**src/rtl/ctrl_pipe_pkg.sv**
```systemverilog
// rtl/ctrl_pipe_pkg.sv - control word layout, NOP constant and pack/unpack helpers
package ctrl_pipe_pkg;

  localparam int CW_WIDTH_DEF = 19;

  localparam int W_PC_SEL     = 1;
  localparam int W_REG_WEN    = 1;
  localparam int W_A_SEL      = 1;
  localparam int W_B_SEL      = 1;
  localparam int W_MEM_RW     = 1;
  localparam int W_DATA_R_SEL = 3;
  localparam int W_IMM_SEL    = 3;
  localparam int W_DATA_W_SEL = 2;
  localparam int W_WB_SEL     = 2;
  localparam int W_ALU_SEL    = 4;

  // Field LSB positions; PCSel sits at the MSB.
  localparam int O_ALU_SEL    = 0;
  localparam int O_WB_SEL     = O_ALU_SEL + W_ALU_SEL;
  localparam int O_DATA_W_SEL = O_WB_SEL + W_WB_SEL;
  localparam int O_IMM_SEL    = O_DATA_W_SEL + W_DATA_W_SEL;
  localparam int O_DATA_R_SEL = O_IMM_SEL + W_IMM_SEL;
  localparam int O_MEM_RW     = O_DATA_R_SEL + W_DATA_R_SEL;
  localparam int O_B_SEL      = O_MEM_RW + W_MEM_RW;
  localparam int O_A_SEL      = O_B_SEL + W_B_SEL;
  localparam int O_REG_WEN    = O_A_SEL + W_A_SEL;
  localparam int O_PC_SEL     = O_REG_WEN + W_REG_WEN;

  localparam logic [CW_WIDTH_DEF-1:0] CTRL_NOP = '0;

  typedef struct packed {
    logic                    pc_sel;
    logic                    reg_wen;
    logic                    a_sel;
    logic                    b_sel;
    logic                    mem_rw;
    logic [W_DATA_R_SEL-1:0] data_r_sel;
    logic [W_IMM_SEL-1:0]    imm_sel;
    logic [W_DATA_W_SEL-1:0] data_w_sel;
    logic [W_WB_SEL-1:0]     wb_sel;
    logic [W_ALU_SEL-1:0]    alu_sel;
  } ctrl_t;

  function automatic logic [CW_WIDTH_DEF-1:0] ctrl_pack(input ctrl_t c);
    logic [CW_WIDTH_DEF-1:0] w;
    w = '0;
    w[O_PC_SEL]                              = c.pc_sel;
    w[O_REG_WEN]                             = c.reg_wen;
    w[O_A_SEL]                               = c.a_sel;
    w[O_B_SEL]                               = c.b_sel;
    w[O_MEM_RW]                              = c.mem_rw;
    w[O_DATA_R_SEL +: W_DATA_R_SEL]          = c.data_r_sel;
    w[O_IMM_SEL +: W_IMM_SEL]                = c.imm_sel;
    w[O_DATA_W_SEL +: W_DATA_W_SEL]          = c.data_w_sel;
    w[O_WB_SEL +: W_WB_SEL]                  = c.wb_sel;
    w[O_ALU_SEL +: W_ALU_SEL]                = c.alu_sel;
    return w;
  endfunction

  function automatic ctrl_t ctrl_unpack(input logic [CW_WIDTH_DEF-1:0] w);
    ctrl_t c;
    c.pc_sel     = w[O_PC_SEL];
    c.reg_wen    = w[O_REG_WEN];
    c.a_sel      = w[O_A_SEL];
    c.b_sel      = w[O_B_SEL];
    c.mem_rw     = w[O_MEM_RW];
    c.data_r_sel = w[O_DATA_R_SEL +: W_DATA_R_SEL];
    c.imm_sel    = w[O_IMM_SEL +: W_IMM_SEL];
    c.data_w_sel = w[O_DATA_W_SEL +: W_DATA_W_SEL];
    c.wb_sel     = w[O_WB_SEL +: W_WB_SEL];
    c.alu_sel    = w[O_ALU_SEL +: W_ALU_SEL];
    return c;
  endfunction

endpackage

```
**src/rtl/ctrl_pipe_stage.sv**
```systemverilog
// rtl/ctrl_pipe_stage.sv - one elastic stage: valid bit, data register, optional parity bit
// Optional parity storage: CTRL_PIPE_PARITY_EN
module ctrl_pipe_stage
  import ctrl_pipe_pkg::*;
#(
  parameter int                  CW_WIDTH = CW_WIDTH_DEF,
  parameter logic [CW_WIDTH-1:0] NOP_WORD = '0
) (
  input  logic                clk,
  input  logic                rst_n,
  input  logic                load_i,
  input  logic                clear_i,
  input  logic                valid_i,
  input  logic [CW_WIDTH-1:0] data_i,
`ifdef CTRL_PIPE_PARITY_EN
  input  logic                par_i,
  output logic                par_o,
`endif
  output logic                valid_o,
  output logic [CW_WIDTH-1:0] data_o
);

  logic                valid_q;
  logic [CW_WIDTH-1:0] data_q;

  always_ff @(posedge clk or negedge rst_n) begin
    if (!rst_n) begin
      valid_q <= 1'b0;
    end else if (clear_i) begin
      valid_q <= 1'b0;
    end else if (load_i) begin
      valid_q <= valid_i;
    end
  end

  // Data only captures real words; a clear leaves it stale, the top masks it.
  always_ff @(posedge clk or negedge rst_n) begin
    if (!rst_n) begin
      data_q <= NOP_WORD;
    end else if (load_i && valid_i) begin
      data_q <= data_i;
    end
  end

`ifdef CTRL_PIPE_PARITY_EN
  logic par_q;

  always_ff @(posedge clk or negedge rst_n) begin
    if (!rst_n) begin
      par_q <= 1'b0;
    end else if (load_i && valid_i) begin
      par_q <= par_i;
    end
  end

  assign par_o = par_q;
`endif

  assign valid_o = valid_q;
  assign data_o  = data_q;

endmodule

```
**src/rtl/ctrl_pipe.sv**
```systemverilog
// rtl/ctrl_pipe.sv - DEPTH-stage elastic control-word pipeline with flush and occupancy
// Optional parity protection and sticky parity_err port: CTRL_PIPE_PARITY_EN
module ctrl_pipe
  import ctrl_pipe_pkg::*;
#(
  parameter int                  CW_WIDTH = CW_WIDTH_DEF,
  parameter int                  DEPTH    = 2,
  parameter logic [CW_WIDTH-1:0] NOP_WORD = CW_WIDTH'(CTRL_NOP)
) (
  input  logic                         clk,
  input  logic                         rst_n,
  input  logic                         flush,
  input  logic                         in_valid,
  output logic                         in_ready,
  input  logic [CW_WIDTH-1:0]          in_ctrl,
  output logic                         out_valid,
  input  logic                         out_ready,
  output logic [CW_WIDTH-1:0]          out_ctrl,
  output logic [$clog2(DEPTH+1)-1:0]   occupancy
`ifdef CTRL_PIPE_PARITY_EN
  ,
  output logic                         parity_err
`endif
);

  localparam int OW = $clog2(DEPTH+1);

  logic [DEPTH-1:0]    stage_valid;
  logic [CW_WIDTH-1:0] stage_data [DEPTH];
  logic [DEPTH-1:0]    move;
  logic [DEPTH-1:0]    load_en;
  logic                accept;
  logic                consume;
  logic [OW-1:0]       occ_q;
  logic [OW-1:0]       occ_d;

  // Walk from the output backwards: a stage can take a word if it is empty or its word leaves.
  always_comb begin
    logic take;
    take    = out_ready;
    move    = '0;
    load_en = '0;
    for (int i = DEPTH-1; i >= 0; i--) begin
      move[i]    = stage_valid[i] & take;
      load_en[i] = ~stage_valid[i] | move[i];
      take       = load_en[i];
    end
  end

  assign in_ready = ~flush & load_en[0];
  assign accept   = in_valid & in_ready;
  assign consume  = move[DEPTH-1];

`ifdef CTRL_PIPE_PARITY_EN
  logic [DEPTH-1:0] stage_par;
`endif

  for (genvar i = 0; i < DEPTH; i++) begin : g_stage
    logic                src_valid;
    logic [CW_WIDTH-1:0] src_data;
`ifdef CTRL_PIPE_PARITY_EN
    logic                src_par;
`endif
    if (i == 0) begin : g_head
      assign src_valid = accept;
      assign src_data  = in_ctrl;
`ifdef CTRL_PIPE_PARITY_EN
      assign src_par   = ^in_ctrl;
`endif
    end else begin : g_body
      assign src_valid = stage_valid[i-1];
      assign src_data  = stage_data[i-1];
`ifdef CTRL_PIPE_PARITY_EN
      assign src_par   = stage_par[i-1];
`endif
    end

    ctrl_pipe_stage #(
      .CW_WIDTH (CW_WIDTH),
      .NOP_WORD (NOP_WORD)
    ) u_stage (
      .clk     (clk),
      .rst_n   (rst_n),
      .load_i  (load_en[i]),
      .clear_i (flush),
      .valid_i (src_valid),
      .data_i  (src_data),
`ifdef CTRL_PIPE_PARITY_EN
      .par_i   (src_par),
      .par_o   (stage_par[i]),
`endif
      .valid_o (stage_valid[i]),
      .data_o  (stage_data[i])
    );
  end

  always_comb begin
    occ_d = occ_q;
    if (flush) begin
      occ_d = '0;
    end else if (accept && !consume) begin
      occ_d = occ_q + OW'(1);
    end else if (consume && !accept) begin
      occ_d = occ_q - OW'(1);
    end
  end

  always_ff @(posedge clk or negedge rst_n) begin
    if (!rst_n) begin
      occ_q <= '0;
    end else begin
      occ_q <= occ_d;
    end
  end

`ifdef CTRL_PIPE_PARITY_EN
  logic par_err_q;

  always_ff @(posedge clk or negedge rst_n) begin
    if (!rst_n) begin
      par_err_q <= 1'b0;
    end else if (flush) begin
      par_err_q <= 1'b0;
    end else if (stage_valid[DEPTH-1] && ((^stage_data[DEPTH-1]) != stage_par[DEPTH-1])) begin
      par_err_q <= 1'b1;
    end
  end

  assign parity_err = par_err_q;
`endif

  assign out_valid = stage_valid[DEPTH-1];
  assign out_ctrl  = stage_valid[DEPTH-1] ? stage_data[DEPTH-1] : NOP_WORD;
  assign occupancy = occ_q;

endmodule

```
**config.mk**
```make
export PLATFORM = sky130hd
export DESIGN_NAME = ctrl_pipe
export DESIGN_NICKNAME = d
export VERILOG_FILES = /design/src/rtl/ctrl_pipe_pkg.sv /design/src/rtl/ctrl_pipe_stage.sv /design/src/rtl/ctrl_pipe.sv
export SDC_FILE = /design/constraint.sdc
export NUM_CORES = 1
export LEC_CHECK = 0
export CORE_ASPECT_RATIO = 2
export CORE_UTILIZATION = 54
export CTS_BUF_LIST = sky130_fd_sc_hd__clkbuf_4 sky130_fd_sc_hd__clkbuf_8
export DETAILED_ROUTE_END_ITERATION = 7
export PLACE_DENSITY = 0.86
export SETUP_SLACK_MARGIN = 0.15
export SLEW_MARGIN = 5
export SYNTH_ARGS = -nofsm -noshare
export SYNTH_HDL_FRONTEND = slang
export SYNTH_SLANG_ARGS = --single-unit
```
**constraint.sdc**
```tcl
create_clock -name clk -period 4.26 [get_ports clk]
set_input_delay 0.852 -clock clk [delete_from_list [all_inputs] [get_ports clk]]
set_output_delay 0.852 -clock clk [all_outputs]
set_load 0.02 [all_outputs]
```
==> results.txt, run 1 <==
status: finished, final reports clean
later-pin clock latency in the skew report: 0.29 ns
FFs w/ async S/R, synth: 1.000
global-route wire length before repair: 6051 microns
Setup WS post-layout: 0.9360 ns
Post-synth EDFFs: 0
clock tree buffer depth: 2
Root Driver: clkbuf_8
CTS resizes: 0
port bufs: 46
Hold EP: g_stage[1].u_stage.data_o[7]
largest area contributor in the synthesized netlist: dfrtp_1
hold_sp: g_stage[1].u_stage.data_o[7]
max_slew headroom: 0.3999
initial DRC count: 21
die width: 42.76 microns
synthesis-to-finish area growth: 32.01%
Slew Viols, Final: 0
post-synthesis sequential area ratio: 0.5858
Row Count: 29
gr usage total: 0.2247
Final ANT Viol Nets: 0
clock sink count: 42
footprint of the multi-input gates: 703.2 sq um
Die Area: 3571 sq um
Final Hold Viols: 0
wirelength, routed: 3531 microns
largest net degree at the start of global routing: 43
syn avg cell area: 13.91 sq um
Synth area leaders: dfrtp_1 59%, mux2_2 24%, and2_1 6.6%
RSZ-0062 raised after global routing: no
Min-Delay Path Class: reg -> reg
CTS tree: done
Syn. warnings: 0
mapped cell area: 1794 sq um
cells after synthesis: 129
top-count cell post-synth: dfrtp_1
RR Startpoint: g_stage[1].u_stage.valid_o
Setup crit end kind: primary output
pwr dens: 425.8 nW/um^2
Worst-path clk slew: 0.07 ns
#FFs+latches synth: 42
Num CTS Buffers: 5
Reg2Reg Depth: 3
top layer reached by signal wires: met4
Final Cycle Share: 0.7803
critical path fanouts, max: 7
fin cells: 209
initial antenna violation count: 0
placed cell count: 201
Die Height: 83.52 microns
Min-Delay Path Depth: 1
Reg power frac: 0.514
number of distinct library cells after synthesis: 24
RR Endpoint: g_stage[0].u_stage.data_o[13]
core area: 3157 sq um
antenna diode count: 0
Psw: 244.9 uW
I/O Pins: 47
Post-DP HPWL: 2419 microns
vias in the first global route: 1325
CP Data Arrival Time: 2.47 ns
Place WS: 0.9412 ns
r2r setup slk: 2.02 ns
Avg Vias per Cell: 5.579
share of layout cells above drive strength 1: 0.2753
GPL Wtd Cong: 0.7089
Synth Net Count: 153
Cell Int Power: 763.7 uW
clk_skew: 0.004701 ns
met2 routed WL: 2043 microns
Sequential Area: 1051 sq um
WL/cell: 16.89 microns
Worst-Margin Slew: 0.9002 ns
Gate power share: 0.187
Switching Fraction: 0.2428
filler instances: 204
Post CTS Setup Buffer Count: 0
total number of vias: 1166
WS Path Type: in -> out
final critical-path required period: 3.324 ns
Max Cap Viol: 0
Pre-antenna DRT Iters: 4
clock group share of total power: 0.300
DRT met1 WL: 1304 microns
Main synth FF type: dfrtp_1
LEAKAGE: 1.004 nW
GRT overflow: 0
setup_tns: 0 ns
met3 WL post-DR: 129 microns
Final #Nets: 201
peak supply drop: 0.3753 mV
Startpoint Class: input port
Max Freq: 0.3008 GHz
htree depth: 2
most frequent cells after synthesis: 42 x dfrtp_1, 38 x mux2_2, 19 x and2_1
Post-CTS Hold Buffers: 0
Final setup viols: 0
Starting Density: 0.5684
Req. time, crit path: 3.41 ns
Residual DRC: 0
Yosys top cell area share: 0.5858
## critical path: stages
cell	delay, ns
clkdlybuf4s50_1	0.63
inv_1	0.10
and3_1	0.19
nor2_1	0.09
clkdlybuf4s50_1	0.61
## power groups by stage
stage          registers [mW]  logic [mW]  clock network [mW]
2_1_floorplan           0.512       0.115                   0
5_1_grt                 0.528       0.202               0.327
4_1_cts                 0.518       0.191               0.311
3_5_place_dp            0.527       0.190                   0
3_3_place_gp            0.518       0.180                   0
6_report                0.518       0.188               0.302
## state kept, by name (all words and copies together), names as in the netlist
name,flops
g_stage.u_stage.valid_o,2
g_stage.u_stage.data_o,38
occupancy,2
## metal layers
metal / vias up / GRT usage
li1: 536 / -
met1: 588 / 0.2602
met2: 37 / 0.3953
met3: 5 / 0.04329
met4: 0 / 0.08239
met5: - / 0
## cell usage in the layout (no fill, tap or decap), drive strengths merged
master,n
inv,3
clkdlybuf4s50,45
clkbuf,5
mux2,38
bufinv,1
and2,20
nand4bb,1
mux2i,1
nand2,2
nor2,5
clkinv,2
a221o,1
xor2,1
o211a,1
nor2b,1
and3,1
o41ai,1
a21oi,1
nand4,1
or4b,1
dfrtp,42
o21ai,2
nand3b,1
buf,1
## cells by family (layout without fill, tap and decap cells)
logic type | count (synthesis) | count (layout) | synth area share
XOR/XNOR | 1 | 1 | 0.004882
AO/OA/AOI/OAI | 6 | 6 | 0.03068
AND/OR/NAND/NOR | 33 | 33 | 0.1123
buffers and inverters | 8 | 57 | 0.02232
multiplexers | 39 | 39 | 0.2441
flip-flops | 42 | 42 | 0.5858
## cell type report
cell class / instances / share of cell area
inverters: 3 / 0.004754
clock buffers: 5 / 0.02905
well taps: 31 / 0.01638
repair buffers: 46 / 0.1923
clock inverters: 3 / 0.01690
flip-flops and latches: 42 / 0.4437
multi-input cells: 79 / 0.2969
## worst max-delay path by stage
stage / start / to / slack, ns / depth (start not counted)
CTS: out_ready / in_ready / 0.94 / 5
global placement: out_ready / in_ready / 1.02 / 5
global route: out_ready / in_ready / 0.86 / 5
detailed placement: out_ready / in_ready / 0.94 / 5
finish: out_ready / in_ready / 0.94 / 5
floorplan: out_ready / in_ready / 2.08 / 3
## through the flow
step	utilization	area [sq um]	power [mW]	hold slack (ns)
2_1_floorplan	-	1794	0.6278	0.4705
3_3_place_gp	0.7158	2260	0.6976	0.4797
3_5_place_dp	0.7158	2260	0.7161	0.4868
4_1_cts	0.7503	2369	1.021	0.5079
5_1_grt	0.7503	2369	1.058	0.5134
6_report	0.7503	2369	1.009	0.5034
Note: power is estimated with default switching activity, not from simulation.
==> inputs of run 2 (changes only) <==
--- a/config.mk
+++ b/config.mk
@@ -6,10 +6,10 @@
 export NUM_CORES = 1
 export LEC_CHECK = 0
 export CORE_ASPECT_RATIO = 2
-export CORE_UTILIZATION = 54
+export CORE_UTILIZATION = 45
 export CTS_BUF_LIST = sky130_fd_sc_hd__clkbuf_4 sky130_fd_sc_hd__clkbuf_8
 export DETAILED_ROUTE_END_ITERATION = 7
-export PLACE_DENSITY = 0.86
+export PLACE_DENSITY = 0.77
 export SETUP_SLACK_MARGIN = 0.15
 export SLEW_MARGIN = 5
 export SYNTH_ARGS = -nofsm -noshare
==> constraint.sdc (replaced) <==
create_clock -name clk -period 2.8 [get_ports clk]
set_input_delay 0.56 -clock clk [delete_from_list [all_inputs] [get_ports clk]]
set_output_delay 0.56 -clock clk [all_outputs]
set_load 0.02 [all_outputs]
==> results.txt, run 2 (synthesis results as in run 1) <==
Hold Slack: 0.3873 ns
filler instances: 319
GPL Wtd Cong: 0.6437
Residual DRC: 0
CTS tree: done
setup_tns: 0 ns
Slew Viols, Final: 0
clock sink count: 42
Post-DP HPWL: 2349 microns
initial DRC count: 27
Root Driver: clkbuf_8
Final Cycle Share: 0.9042
Avg Vias per Cell: 5.160
Final Hold Viols: 0
clk_skew: 0.003249 ns
Row Count: 32
Startpoint Class: input port
r2r setup slk: 0.94 ns
wirelength, routed: 3367 microns
Worst-Margin Slew: 0.8909 ns
Final setup viols: 0
GRT overflow: 0
Max Freq: 0.3950 GHz
max_slew headroom: 0.4061
initial antenna violation count: 0
Final ANT Viol Nets: 0
htree depth: 2
clock tree buffer depth: 2
vias in the first global route: 1291
later-pin clock latency in the skew report: 0.29 ns
Final #Nets: 203
Starting Density: 0.4668
share of layout cells above drive strength 1: 0.2889
DP Area: 2300 sq um
port bufs: 46
final total power: 1.647 mW
critical path fanouts, max: 2
Post-CTS Hold Buffers: 0
post-route design area: 2444 sq um
WL/cell: 14.58 microns
WS Path Type: in -> out
Worst-path clk slew: 0.07 ns
LEAKAGE: 1.025 nW
RR Endpoint: g_stage[1].u_stage.data_o[12]
pwr dens: 674.2 nW/um^2
Req. time, crit path: 2.24 ns
most common cell after layout, fill and taps aside: clkdlybuf4s50_1
Num CTS Buffers: 5
most frequent cells in the layout: 45 x clkdlybuf4s50_1, 41 x dfrtp_1, 38 x mux2_2, 19 x and2_1, 6 x clkbuf_8
CP Data Arrival Time: 1.97 ns
total number of vias: 1192
status: finished, final reports clean
Max Cap Viol: 0
global-route wire length before repair: 5582 microns
RR Startpoint: g_stage[1].u_stage.valid_o
RSZ-0062 raised after global routing: no
largest net degree at the start of global routing: 43
I/O Pins: 47
Pre-antenna DRT Iters: 4
Die Height: 91.30 microns
gr usage total: 0.1831
core area: 3844 sq um
synthesis-to-finish area growth: 36.19%
Min-Delay Path Class: in -> async
Reg2Reg Depth: 3
Largest register FFs: 38
final critical-path required period: 2.532 ns
peak supply drop: 0.6730 mV
antenna diode count: 0
Die Area: 4259 sq um
die width: 46.65 microns
Setup crit end kind: primary output
## run 2: where the power goes
part / switching (mW) / internal [mW]
logic: 0.108 / 0.176
clock network: 0.196 / 0.380
registers: 0.0618 / 0.725
total: 0.366 / 1.28
## run 2: per-stage QoR
| step | setup slack, ns | util | instances |
|---|---|---|---|
| floorplan | 1.208 | - | 129 |
| global placement | 0.3181 | 0.5983 | 223 |
| detailed placement | 0.2699 | 0.5983 | 223 |
| CTS | 0.1982 | 0.6354 | 231 |
| global route | 0.2086 | 0.6357 | 231 |
| finish | 0.2683 | 0.6357 | 231 |
## run 2: area by class of cell
cell class / count / area, sq um / area share
Sequential cell: 42 / 1052 / 0.4306
Multi-Input combinational cell: 79 / 703.2 / 0.2878
Timing Repair Buffer: 48 / 470.5 / 0.1925
Clock buffer: 6 / 82.58 / 0.03379
Tap cell: 51 / 63.81 / 0.02611
Clock inverter: 2 / 60.06 / 0.02458
Inverter: 3 / 11.26 / 0.004608
## run 2: timing repair
item,CTS,global route
setup buffers,0,0
resized for setup,0,1
endpoints found under the setup margin,0,1
hold endpoints to repair,0,0
## run 2: worst max-delay path, cell delays in order
cell	delay (ns)
clkdlybuf4s50_1	0.48
inv_1	0.05
and3_1	0.16
nor2_1	0.09
clkdlybuf4s50_1	0.62
## run 2: worst max path at each step
stage	start	end	slack [ns]	cells past startpoint
floorplan	out_ready	in_ready	1.21	3
global placement	out_ready	in_ready	0.32	5
detailed placement	out_ready	in_ready	0.27	5
CTS	g_stage[1].u_stage.valid_o	in_ready	0.20	3
global route	out_ready	in_ready	0.21	5
finish	out_ready	in_ready	0.27	5
## run 2: routing by layer
layer	track usage	share of wire
met2	0.3171	0.57
met4	0.08571	0.021
met1	0.1981	0.37
met3	0.03579	0.041
met5	0	0
==> edit: new RTL, flow settings as in run 2 <==
Add a define of `CTRL_PIPE_PARITY_EN`.
--- a/src/rtl/ctrl_pipe_stage.sv
+++ b/src/rtl/ctrl_pipe_stage.sv
@@ -1,5 +1,7 @@
 // rtl/ctrl_pipe_stage.sv - one elastic stage: valid bit, data register, optional parity bit
 // Optional parity storage: CTRL_PIPE_PARITY_EN
+`define CTRL_PIPE_PARITY_EN
+
 module ctrl_pipe_stage
   import ctrl_pipe_pkg::*;
 #(
Behaviour (old outputs only; new: parity_err): unchanged (Yosys induction, for registers that start in step).
==> edit against run 2 <==
Setup slack improved by 0.075 ns. Wire length rose by 15%. Sequential cell count rose by 3. Critical path depth fell by 1. Count of clock-buffer cells in the layout rose by 1. Final area rose by 16%. Synthesized area rose by 24%. Critical path type unchanged.
Power is not compared: it rests on default switching activity, and its combinational part moved more than twofold at a synthesized area within 25%.
==> edit: results (changes against run 2) <==
| Metric | Value |
|---|---|
| Status | finished, final reports clean |
| Reg-to-Reg Start | g_stage[1].u_stage.valid_o |
| Slowest CP cell | clkdlybuf4s50_1 |
| Initial drt markers | 7 (-74%) |
| IO Port Bufs | 47 (+2.2%) |
| Worst slew pin tran | 0.9685 ns (+0.07762 ns) |
| CP peak stage delay | 0.61 ns |
| First drt pass iteration count | 2 (-2) |
| Ranking of synthesized cells by area | dfrtp_1, mux2_1, xnor2_1 |
| CTS root buffer | clkbuf_8 |
| Worst Clk Skew | 0.004821 ns (+0.001572 ns) |
| Post-Route WL | 3.885 mm (+15%) |
| First-pass GRT wire length | 6.555 mm (+17%) |
| Reg2reg end | g_stage[0].u_stage.data_o[15] |
| Worst-path maximum fanout | 5 (+3) |
| FILL cells | 390 (+22%) |
| Commonest cells in the netlist | dfrtp_1, xnor2_1, mux2_1 |
| FF-to-FF path depth | 4 (+1) |
| RePlAce Congestion | 0.7222 (+12%) |
| Syn. warnings | 0 (unchanged) |
| Area post-placement | 0.002740 mm^2 (+19%) |
| Layout cells sized above 1 | 14.09% (-15 points) |
| Synth Net Count | 193 (+26%) |
| Final net count | 244 (+20%) |
| Post-DP HPWL | 2.859 mm (+22%) |
| Dpl cells | 268 (+20%) |
| Vias per std cell | 4.982 (-3.5%) |
| Min-delay worst type | input pin to asynchronous set/reset pin |
| Largest net degree at the start of global routing | 46 (+7.0%) |
| WL/cell | 14.13 um (-3.1%) |
| Synth Area per Inst | 13.13 um^2 (-5.6%) |
| Crit path DAT | 1.90 ns (-0.07 ns) |
| R2R Setup Slk | 0.83 ns (-0.11 ns) |
| Vias in the first global route | 1406 (+8.9%) |
| Seq/Total Area, Yosys | 50.73% (-7.8 points) |
| Global Route Usage Sum | 17.31% (-1.0 points) |
-- edit: final cells by class --
type	count	area share [%]
clock buffer	7	3.183
tap	55	2.431
inverter	1	0.1326
multi-input combinational	116	36.96
sequential	45	39.79
timing repair buffer	51	17.51
-- edit: metal layers --
| layer | up-vias | share of wire [%] | track usage [%] |
|---|---|---|---|
| li1 | 657 | - | - |
| met1 | 679 | 38 | 19.51 |
| met2 | 26 | 58 | 31.17 |
| met3 | 8 | 2.5 | 3.153 |
| met4 | 0 | 1.7 | 6.861 |
| met5 | - | 0 | 0 |
-- edit: report_power, final --
group / total, uW / switching (uW) / internal, uW
clock: 406 / 201 / 206
combinational: 748 / 299 / 449
sequential: 889 / 98.6 / 790
total: 2040 / 598 / 1440
-- edit: cell families (layout without fill, tap and decap cells) --
logic type | Yosys count | after routing | share of synthesized area, %
DFF | 45 | 45 | 50.73
xor gates and xnor gates | 36 | 36 | 16.12
muxes | 40 | 40 | 20.24
buffers and inverters | 8 | 59 | 2.142
and+or+nand+nor | 36 | 36 | 9.695
AOI/OAI and AO/OA | 4 | 4 | 1.071
-- edit: through the flow --
| step | hold WS [ns] | setup slack (ns) | utilization (%) |
|---|---|---|---|
| global route | 0.5085 | 0.2495 | 60.40 |
| global placement | 0.4622 | 0.3559 | 58.48 |
| CTS | 0.4536 | 0.3069 | 60.40 |
| detailed placement | 0.4743 | 0.3446 | 58.48 |
| floorplan | 0.2644 | 1.075 | - |
| finish | 0.4202 | 0.3433 | 60.40 |
-- edit: worst max-delay path, delay by kind of cell --
family,cells,cell delay [ns]
compound gates,1,0.13
buf+inv,2,1.14
simple gates,1,0.07
